### config.mk
export PLATFORM = sky130hd
export DESIGN_NAME = blit_addr_stepper
export DESIGN_NICKNAME = d
export VERILOG_FILES = /design/src/rtl/blit_addr_stepper.sv
export SDC_FILE = /design/constraint.sdc
export NUM_CORES = 1
export LEC_CHECK = 0
export ABC_AREA = 1
export ABC_CLOCK_PERIOD_IN_PS = 2200
export CAP_MARGIN = 40
export CORE_MARGIN = 2
export CORE_UTILIZATION = 40
export CTS_CLUSTER_DIAMETER = 60
export DETAILED_ROUTE_END_ITERATION = 8
export PLACE_DENSITY = 0.73
export REMOVE_ABC_BUFFERS = 1
export SYNTH_ARGS = -nofsm -noshare
export SYNTH_HDL_FRONTEND = slang
export SYNTH_SLANG_ARGS = --single-unit
export TNS_END_PERCENT = 30
### constraint.sdc
create_clock -name sys_clk -period 2.2 [get_ports sys_clk]
set_input_delay 0.44 -clock sys_clk [delete_from_list [all_inputs] [get_ports sys_clk]]
set_output_delay 0.44 -clock sys_clk [all_outputs]
set_load 0.01 [all_outputs]
### src/rtl/blit_addr_stepper.sv
// blit_addr_stepper: registered X/Y blitter pointer (IW integer + FW fraction bits).
// Each cycle it can accept one step. The step selects an operand, can negate it,
// and adds it to the held pointer modulo 2^(IW+FW).
// Optional macro ADDR_CLIP_EN adds the win_w/win_h/clr_clip ports and a sticky
// window flag. Without the macro, clip is tied low.
module blit_addr_stepper #(
  parameter int IW = 16,
  parameter int FW = 16,
  parameter int CW = 3
) (
  input  logic                          sys_clk,
  input  logic                          reset,
  input  logic                          ld_v,
  input  logic [IW+FW-1:0]              ld_x,
  input  logic [IW+FW-1:0]              ld_y,
  input  logic                          step_v,
  output logic                          step_rdy,
  input  logic [2:0]                    sel,
  input  logic                          sub_x,
  input  logic                          sub_y,
  input  logic [CW-1:0]                 xconst,
  input  logic                          yconst,
  input  logic [IW-1:0]                 a1_step_x,
  input  logic [IW-1:0]                 a1_step_y,
  input  logic [(FW > 0 ? FW : 1)-1:0]  a1_stepf_x,
  input  logic [(FW > 0 ? FW : 1)-1:0]  a1_stepf_y,
  input  logic [IW-1:0]                 a2_step_x,
  input  logic [IW-1:0]                 a2_step_y,
  input  logic [IW-1:0]                 a1_inc_x,
  input  logic [IW-1:0]                 a1_inc_y,
  input  logic [(FW > 0 ? FW : 1)-1:0]  a1_incf_x,
  input  logic [(FW > 0 ? FW : 1)-1:0]  a1_incf_y,
`ifdef ADDR_CLIP_EN
  input  logic [IW-1:0]                 win_w,
  input  logic [IW-1:0]                 win_h,
  input  logic                          clr_clip,
`endif
  output logic [IW+FW-1:0]              ptr_x,
  output logic [IW+FW-1:0]              ptr_y,
  output logic                          done,
  output logic                          clip
);

  localparam int W   = IW + FW;
  localparam int FWP = (FW > 0) ? FW : 1;

  logic          rdy_en;
  logic          accept;
  logic [IW-1:0] xc_int;
  logic [IW-1:0] int_x, int_y;
  logic [FWP-1:0] frac_x, frac_y;
  logic [W-1:0]  raw_x, raw_y;
  logic [W-1:0]  op_x, op_y;
  logic [W-1:0]  next_x, next_y;

  assign step_rdy = rdy_en & ~ld_v;
  assign accept   = step_v & step_rdy;

  // X constant decode: 0 and the all-ones code both mean zero, otherwise 1 << (code-1)
  always_comb begin
    if (xconst == '0 || xconst == '1) xc_int = '0;
    else                              xc_int = IW'(1) << (xconst - CW'(1));
  end

  // Step operand selection, integer and fraction halves per axis
  always_comb begin
    int_x  = '0;
    int_y  = '0;
    frac_x = '0;
    frac_y = '0;
    case (sel)
      3'd0: begin
        int_x = a1_step_x;  frac_x = a1_stepf_x;
        int_y = a1_step_y;  frac_y = a1_stepf_y;
      end
      3'd1: begin
        int_x = a2_step_x;
        int_y = a2_step_y;
      end
      3'd2: begin
        int_x = a1_inc_x;   frac_x = a1_incf_x;
        int_y = a1_inc_y;   frac_y = a1_incf_y;
      end
      3'd3: begin
        int_x = xc_int;
        int_y = IW'(yconst);
      end
      default: ;
    endcase
  end

  // With FW=0 the fraction selects are dropped; the pointer is integer-only
  generate
    if (FW > 0) begin : g_frac
      assign raw_x = {int_x, frac_x};
      assign raw_y = {int_y, frac_y};
    end else begin : g_nofrac
      assign raw_x = int_x;
      assign raw_y = int_y;
    end
  endgenerate

  assign op_x   = sub_x ? ('0 - raw_x) : raw_x;
  assign op_y   = sub_y ? ('0 - raw_y) : raw_y;
  assign next_x = ptr_x + op_x;
  assign next_y = ptr_y + op_y;

  // Pointer, done pulse and post-reset ready enable
  always_ff @(posedge sys_clk or posedge reset) begin
    if (reset) begin
      rdy_en <= 1'b0;
      ptr_x  <= '0;
      ptr_y  <= '0;
      done   <= 1'b0;
    end else begin
      rdy_en <= 1'b1;
      done   <= accept;
      if (ld_v) begin
        ptr_x <= ld_x;
        ptr_y <= ld_y;
      end else if (accept) begin
        ptr_x <= next_x;
        ptr_y <= next_y;
      end
    end
  end

`ifdef ADDR_CLIP_EN
  logic clip_q;

  // Sticky window flag; a set in the same cycle outranks any clear
  always_ff @(posedge sys_clk or posedge reset) begin
    if (reset) begin
      clip_q <= 1'b0;
    end else if (accept && (next_x[W-1:FW] >= win_w || next_y[W-1:FW] >= win_h)) begin
      clip_q <= 1'b1;
    end else if (clr_clip || ld_v) begin
      clip_q <= 1'b0;
    end
  end

  assign clip = clip_q;
`else
  assign clip = 1'b0;
`endif

endmodule

# After elaboration in Yosys (flattened, before gate mapping)
# Cells that the tools add are included.
# Widths: inputs -> output; s select.
# word_totals
reg_bits,66
output_inout_bits,67
word_cells,32
# classes
n_shift,1
muxes,11
reduce_logical,4
add_sub_neg,5
bitwise,3
eq_ne,4
# ops
operator,count
$mux 32,6
$pmux 16 s4,2
$add 32x32->32,2
$pmux 16 s2,2
$sub 1x32->32 const A,2
$mux 16,1
$shl 1x3->16 const A,1
$eq 3x2->1 const B,2
$logic_not 3->1,2
$eq 3x1->1 const B,1
$eq 3x3->1 const B,1
$sub 3x1->3 const B,1
$and 1x1->1,2
$reduce_bool 2->1,1
$logic_or 1x1->1,1
$not 1->1,1

# Longest topological paths before layout
# Gate-level depths: netlist (run 1).
# depth
depth_word,9
ltp_mapped,31

# Worst setup path before layout (run 1)
# No wires, ideal clock.
# synth_timing
path_type,input-to-reg
from,input sel[1]
to,register ptr_x[25]
stages,26
t_arrival_ns,3.487
setup_slack_ns,-1.353
path_cell_list,buf_6 > nor2_4 > nand2_4 > o22ai_2 > inv_1 > ha_1 > nand2_1 > nor2_1 > nand3_1 > nor2_2 > nand3_1 > inv_1 > a21oi_1 > xor2_1 > ha_1 > nand2_1 > nor2_1 > inv_1 > nor3_1 > nand3_1 > nand3_1 > a21boi_0 > or2_2 > nand3_1 > o211ai_1 > nand2_1
# synth_via
elab_chain_cells,7
word_cells_on_any_way,11
classes_between,2 x add/sub; 3 x eq/ne; 5 x mux; 1 x reduce/logical
# synth_rtl
element,line,rtl
"start, declared",18,"input logic [2:0] sel,"
$eq 3x2->1 (tied with other cells),71,case (sel)
$pmux 16 s4 / $pmux 16 s2 (equally long branches),71,
$sub 1x32->32,103,assign op_x = sub_x ? ('0 - raw_x) : raw_x;
$mux 32 (*),103,
$add 32x32->32 (*),105,assign next_x = ptr_x + op_x;
$mux 32 (*),121,end else if (accept) begin
$mux 32 (*),118,if (ld_v) begin
"end signal, assigned",119,ptr_x <= ld_x;
"end signal, assigned",122,ptr_x <= next_x;
"end, declared",38,"output logic [IW+FW-1:0] ptr_x,"
# Every way passes the cells marked *; elsewhere a longest branch is shown, timed or not. The select of a mux whose other input is x is not followed.
# A chain may end at the register's enable or synchronous reset.

# Final worst setup path (run 1)
# layout_timing
from,input sel[2]
to,register ptr_x[30]
# Same word-level chain as after synthesis.

==> run summary, run 1 <==
The run gives 0 as the final-report max-slew violation count. Synthesis-stage register bit count: 66. Shortest period the worst path allows: 3.499 ns. The core box area was 24250 um^2. Registers take 1652 um^2. The number of hold buffers added after CTS was 0. The routed layout has 14.15k vias.

After the first detailed-routing iteration, the DRC count stood at 1149. The tools report the capturing element of the worst setup path as ptr_x[30]. The clock-pin slew of the registers on the worst-case setup and hold paths was 0.06 ns. TritonCTS built the clock tree. Input and output buffers added on the ports amount to 302.

Count of H-tree levels built during CTS: 3. The compound-gate portion of the synthesized area works out to 0.1615. In the final layout, the multi-input gates occupy 9106 um^2. STA puts the critical path data arrival time at 3.74 ns. Before antenna repair, the detailed router went through 6 iterations.

The reported max-cap violation count was 0. The flow ran to the end, but the final reports show violations. In this run, CTS created clock tree buffers numbering 9. The XOR/XNOR share of the synthesized area is 0.07933. In this run the number of cells on the critical path is 24.

The fraction of layout instances using a drive strength above 1 was 0.3661. The detailed router used layers up to and including met4. The width of the die was 160.7 um. The run gives 47 as the count of different cell masters after synthesis. The number of cell instances on the worst register-to-register path is 17. The combinational family with the most area after synthesis is simple AND/OR/NAND/NOR gates.

At the end of routability-driven placement, the weighted congestion stood at 0.9740. In this run the worst setup path begins at sel[2]. The cell area that synthesis handed to floorplanning was 9826 um^2.

The longest clock path from root to sink contains 2 buffers. STA puts the critical path data required time at 2.44 ns. After detailed routing, the met3 layer carries 3597 um of wire. For this block, the routed nets add up to 48620 um of wire.

Portion of the post-synthesis area used by sequential elements: 0.1681. The placed wire-length estimate after detailed placement was 36500 um; the highest net fanout along the worst path was 14. For the number of instances in the synthesized netlist, the log shows 1671.

The post-layout worst setup margin is -1.299 ns, and the worst ir drop on vdd is 0.0005213 V. After detailed routing, the wire length on met1 is 20210 um. After detailed routing, the number of remaining DRC violations is 0.

The die covers 25830 um^2. In the routed layout, each cell is associated on average with a via count of 5.289. The internal reg-to-reg setup slack was -0.18 ns. The library cell appearing most often on the critical path is nand2_1. The largest area contributor in the netlist was dfrtp_1.

The family of cells with the greatest summed delay on the critical path is simple AND/OR/NAND/NOR gates. In this run the worst hold path is classified as in2async. Detailed routing placed a total of 23000 um of wire on met2. The worst setup path is captured at a flop. The number of nets in the layout came out at 2652. The worst register-to-register path begins at ptr_x[0]. The mux share of post-synthesis cell area was 0. The layout has 1852 filler cells. Between clock sinks in the finished design, the worst skew comes to 0.01193 ns.

The worst register-to-register path ends at ptr_x[30]. The relative max-transition margin was 0.6098; the remaining global-route overflow was 0. The synthesized-area fraction occupied by adder cells is 0.09067. The tools report the global router's overall resource usage as 0.3432. For the leakage power, the log shows 9.183 nW. The tools report the maximum clock frequency as 285.8 MHz. The tools report the library cell used as clock root buffer as clkbuf_16. During synthesis, Yosys emitted a total of 0 warnings. Worst-path cell with the longest stage delay: ha_1. From synthesis to final layout, the design area changed by 89.89%. The average cell area after synthesis was 5.880 um^2.

In this run the vertical extent of the chip is 160.7 um. During I/O placement, the number of pins put on the boundary was 304. The floorplan has 57 rows.

Category of the critical setup timing path: in2reg. The logs give 0 for the post-route antenna net violation count and 66 for the total clock sinks. The share of Yosys cell area claimed by the top area cell type was 0.1681; the largest net degree at the start of global routing was 67. The worst setup path is launched from a primary input. The peak per-stage delay on the critical path works out to 0.33 ns. The number of antenna violations at the first check in global routing is 2, and the initial core utilization is 0.4052. The number of global-route vias before repair was 13.32k; the synthesized-area fraction occupied by and/or/nand/nor cells was 0.3843. The combined buffer and inverter count along the critical path is 6. Setup repair after global routing could not meet its margin everywhere. By area the synthesized netlist is led by dfrtp_1 17%, nand2_1 17%, nor2_1 9.2%, ha_1 8.7%, inv_1 8.2%. Total power for the finished layout comes to 15.16 mW.

For the worst-skew pair, the clock arrives at the later sink with an insertion delay of 0.36 ns. The wire length per cell works out to 18.18 um. The final reports fail on setup timing. The final cell utilization of the core was 0.7695; the global-route wire length before repair was 69870 um. The number of hold-slack violations in the final timing report was 0.

The critical path goes through buf_2, nor2_4, buf_12, buf_4, nand3_1, nand2_1, nor3_2, inv_1, buf_4, nor2_1, nand4_1, nand2_1, xnor2_2, ha_1, a21o_1, a31oi_1, nand2_2, buf_6, a221oi_4, nand2_1, nand2_1, nand3_1, nand2_1, nand2_1. The share of the cycle needed by the critical path after routing is 1.590, and the cell area power density is 812.7 nW/um^2. Transition time at the pin with the least slew margin: 0.5852 ns. Setup violations remaining at the end of the flow were counted as 62. For the final routed database, the setup TNS stands at -61.06 ns.
-- per-stage QoR --
| stage | hold slack (ns) | std cells | cell area (um^2) | worst slack (ns) |
|---|---|---|---|---|
| after floorplan | 0.5390 | 1617 | 9523 | -2.253 |
| after global placement | 0.5019 | 2610 | 15810 | -2.636 |
| after detailed placement | 0.5244 | 2610 | 15810 | -2.643 |
| after CTS | 0.5121 | 2644 | 17000 | -1.310 |
| after global routing | 0.5391 | 2675 | 18660 | -1.481 |
| final | 0.4857 | 2675 | 18660 | -1.299 |
-- what timing repair did --
item	4_1_cts	5_1_grt
pin swaps	79	161
cloned	1	0
gates resized for setup	207	355
buffers inserted	18	30
endpoints found under the setup margin	62	62
-- layout by cell type, fill, tap and decap left out, types with 10 or more instances in the layout --
cell and instances:
buf_4 388, xnor2_1 12, nand3_2 24, clkdlybuf4s50_1 290, o21ai_2 23, nor2_2 46
nand2_4 25, xor2_2 13, nor2_4 30, nand2_1 345, o21ai_1 42, a21oi_1 63
o21ai_0 41, nand4_1 21, inv_1 200, nand3_1 81, dfrtp_1 66, ha_4 29
nor2_1 187, inv_2 16, ha_1 34, buf_12 10, xor2_1 57, nand2_2 82
buf_6 17, a21oi_2 50, nor3_2 11
-- state kept, by name, indices dropped and copies added, names as in the netlist --
register and cells:
ptr_y 32, ptr_x 32, done 1, rdy_en 1
-- synthesized netlist by cell type (all sizes together) --
master and number:
o41ai 1, o221ai 1, ha 68, clkbuf 27, a21oi 121, nand3b 2, nand4 22, and2 2
o21ai 110, buf 27, nor4 4, a221oi 1, a21boi 4, nand3 109, nand2 452, o21bai 6
a21o 7, or2 5, o31ai 12, xor2 71, dfrtp 66, nor3 22, conb 2, o22ai 4
nor2 263, o21a 1, inv 220, xnor2 18, fa 2, o211ai 8, a2bb2oi 1, a31oi 12
-- layer usage --
layer,global-route usage,up-vias
li1,-,6724
met1,0.4510,6661
met2,0.5803,630
met3,0.04907,132
met4,0.1128,0
met5,0,-
-- cells by family after synthesis --
logic type | count (synthesis)
fa+ha+maj | 70
other cells | 2
buf+inv | 274
simple gates | 881
flops | 66
xor+xnor | 89
compound gates | 289
-- cell type report --
type | count | share of cell area
Multi-Input combinational cell | 1331 | 0.4881
Timing Repair Buffer | 717 | 0.3393
Inverter | 220 | 0.04506
Tap cell | 324 | 0.02173
Antenna cell | 2 | 0.0002682
Sequential cell | 66 | 0.08852
Clock buffer | 10 | 0.01281
Clock inverter | 5 | 0.004225
-- worst reg2reg max path: stages (launching register included) --
cell and delay (ns):
dfrtp_1 0.38, ha_1 0.23, fa_1 0.39, nand2_1 0.07, inv_1 0.05, nand2_1 0.05, nand2_1 0.08, nand3_1 0.09
nand2_2 0.14, a21oi_2 0.20, inv_1 0.08, buf_4 0.13, nand3_2 0.07, nand2_1 0.05, nand2_1 0.06, nand3_1 0.07
nand2_1 0.08, nand2_1 0.05
-- worst min path at each step --
stage,from,endpoint,depth (start not counted)
floorplan,ptr_y[19],ptr_y[19],2
global placement,ptr_y[15],ptr_y[15],2
detailed placement,ptr_y[14],ptr_y[14],2
CTS,reset,ptr_x[19],3
global route,reset,ptr_x[16],3
finish,reset,ptr_x[18],3
-- power by group --
| part | total, mW | internal, mW | leakage [nW] | switching, mW |
|---|---|---|---|---|
| Sequential | 1.95 | 1.53 | 0.802 | 0.418 |
| Combinational | 11.5 | 5.70 | 8.22 | 5.82 |
| Clock | 1.69 | 1.02 | 0.158 | 0.676 |
| Total | 15.2 | 8.25 | 9.18 | 6.91 |
No activity file was read; power rests on OpenSTA's default activity.
==> run 2, diff against run 1 <==
- CTS_BUF_LIST: not set -> sky130_fd_sc_hd__clkbuf_4 sky130_fd_sc_hd__clkbuf_8
==> run summary, run 2 (synthesized netlist as in run 1, its figures left out) <==
Final weighted congestion in routability-driven placement: 0.9740. The routed layout has 14.58k vias. The H-tree generated during clock tree synthesis spans 3 levels. The run gives 2.48 ns as the required time of the critical path. The number of standard cells in the layout, taps in and fillers out came out at 2719. The number of global-route vias before repair was 13.85k; the ratio of routed vias to standard cells was 5.361. The floorplan has 57 rows. Number of cell instances on the worst register-to-register path: 14. Setup violations remaining at the end of the flow were counted as 61. The number of buffers created by CTS was 9; the transition time at the pin with the least slew margin was 0.6151 ns. The relative max-transition margin is 0.5899, and the cell area power density is 796.0 nW/um^2.

Counting I/O delays and the setup requirement, the final critical path takes 3.511 ns. The total clock sinks is 66, and the number of design-rule violations left by the first detailed-router iteration is 1115. The highest net fanout along the worst path works out to 5.

TritonCTS built the clock tree. For the core box area, the log shows 24250 um^2. The worst register-to-register path has a setup slack of -0.24 ns.

Based on the critical path, the design can be clocked at up to 284.8 MHz. For the met2 capacity usage during global routing, the log shows 0.5919. The tools report the number of cells in the design after placement as 2610.

The clock-pin slew of the registers on the worst-case setup and hold paths was 0.09 ns; the arrival time at the worst endpoint was 3.79 ns. The final reports fail on setup timing. The leakage power is 9.609 nW, and the iteration count of the initial detailed-routing pass is 7. The logs give 0.8146 for the final cell utilization of the core and 67 for the largest net degree at the start of global routing. Maximum count of clock buffers along a single path: 2. The commonest non-fill, non-tap cell in the layout was buf_4. The flow ran to the end, but the final reports show violations.

The tool flagged a number of max-cap violations equal to 0. The width of the die is 160.7 um. The aggregate routed wire length is 51350 um, and the critical path depth is 26. The number of antenna violations at the first check in global routing came out at 1. The die is 160.7 um tall. The tools report the capture point of the worst reg-to-reg path as ptr_y[16]. During I/O placement, the number of pins put on the boundary was 304. For the worst-skew pair, the clock arrives at the later sink with an insertion delay of 0.40 ns.

The initial core utilization was 0.4052. The combined buffer and inverter count along the critical path is 6. The die covers 25830 um^2.

Remaining global-route overflow: 0. Total power for the finished layout comes to 15.72 mW. The critical path in this run is classified as in2reg. Setup repair after global routing could not meet its margin everywhere. The logs give 36500 um for the placed wire-length estimate after detailed placement and 2697 for the number of nets in the layout. The post-route cell area was 19750 um^2. The post-layout worst setup margin was -1.311 ns.

The min-delay analysis places its worst path in the category in2async. The worst setup path is launched from a primary input. The worst-path cell with the longest stage delay is ha_4. For the number of hold-slack violations in the final timing report, the log shows 0. In this run the clock root is driven by a clkbuf_8. Across the VDD grid, the largest voltage drop is 0.0005203 V.

The fraction of layout instances using a drive strength above 1 was 0.4123; the wire length per cell was 18.89 um. The run gives 0.04236 as the met3 global-route usage. The run gives 0 as the final-report max-slew violation count. In this run the most used layer during global routing was met2. Compared with the post-synthesis result, the final layout area differs by 101.0%. The worst setup path is captured at a flop.

The clock arrives with 0.02049 ns of skew. The global router's overall resource usage came out at 0.3523. The placed instances occupy a cell area of 15810 um^2. DRC violation count after routing: 0. The share of the cycle needed by the critical path after routing came out at 1.596.

The largest registers in the layout are ptr_x x32, ptr_y x32. The peak per-stage delay on the critical path came out at 0.30 ns. The post-route antenna net violation count came out at 0.

In this run the worst setup path begins at sel[2]. The run gives 0.4647 as the met1 usage in global routing. The tools report the critical register-to-register path startpoint as ptr_y[0]. The worst setup slack before clock tree synthesis was -2.643 ns. The family of cells with the greatest summed delay on the critical path is simple AND/OR/NAND/NOR gates. Buffers placed on the I/O ports in this run total 302. The library cells used most frequently in the layout, excluding fill and tap cells, are 395 x buf_4, 316 x nand2_1, 281 x clkdlybuf4s50_1. The global-route wire length before repair was 72040 um.
-- run 2: changes by cell type in the layout (fill, tap and decap cells not counted), moves of 8 or more --
| cell | before | now |
|---|---|---|
| nand2_1 | 345 | 316 |
| buf_6 | 17 | 45 |
| inv_1 | 200 | 180 |
| inv_2 | 16 | 35 |
| o21ai_0 | 41 | 22 |
| nand2_2 | 82 | 100 |
| o21ai_1 | 42 | 55 |
| ha_4 | 29 | 39 |
| a21oi_4 | 8 | 17 |
| clkbuf_8 | 1 | 10 |
| clkdlybuf4s50_1 | 290 | 281 |
| nand2_4 | 25 | 34 |
| nand3_1 | 81 | 73 |
-- run 2: worst max path at each step --
stage | endpoint | slack (ns)
after floorplan | ptr_x[18] | -2.25
after global placement | ptr_y[22] | -2.64
after detailed placement | ptr_y[30] | -2.64
after CTS | ptr_y[29] | -1.22
after global routing | ptr_y[26] | -1.45
final | ptr_y[26] | -1.31
-- run 2: worst register-to-register path: stages, from the launching register on --
cell	delay, ns
dfrtp_1	0.39
ha_1	0.24
fa_2	0.37
nand3_1	0.11
nand3_2	0.11
buf_4	0.17
inv_1	0.06
o211ai_1	0.10
buf_4	0.17
nand2_2	0.06
nand2_2	0.08
buf_6	0.13
xor2_2	0.16
nor2_1	0.10
o21ai_1	0.07
-- run 2: cell type report --
cell class / count / area (um^2)
flip-flops and latches: 66 / 1652
repair buffers: 762 / 6914
fillers: 1629 / 4496
multi-input cells: 1331 / 9704
diodes: 1 / 2.502
clock inverters: 5 / 78.83
clock buffers: 10 / 137.6
inverters: 220 / 858.3
well taps: 324 / 405.4
-- run 2: metal layers --
metal	part of all wire	wire length [um]
met5	0	0
met4	0.043	2221
met2	0.48	24550
met1	0.41	21000
met3	0.070	3578
-- run 2: through the flow --
step / TNS (ns) / hold WS, ns
2_1_floorplan: -106.77 / 0.5390
3_3_place_gp: -118.40 / 0.5019
3_5_place_dp: -121.16 / 0.5244
4_1_cts: -53.32 / 0.4699
5_1_grt: -68.59 / 0.4952
6_report: -59.17 / 0.4574
-- run 2: what timing repair did --
action | CTS | global route
setup endpoints to repair | 62 | 62
pin swaps | 153 | 188
cloned | 1 | 3
gates resized for setup | 380 | 389
hold buffers | 0 | 0
hold endpoints to repair | 0 | 0
buffers inserted | 40 | 58
-- run 2: power by group --
group          leakage (nW)  internal [mW]  switching (mW)
clock                 0.112          0.663           0.647
combinational          8.69           6.20            6.24
sequential            0.802           1.52           0.444
total                  9.61           8.39            7.33
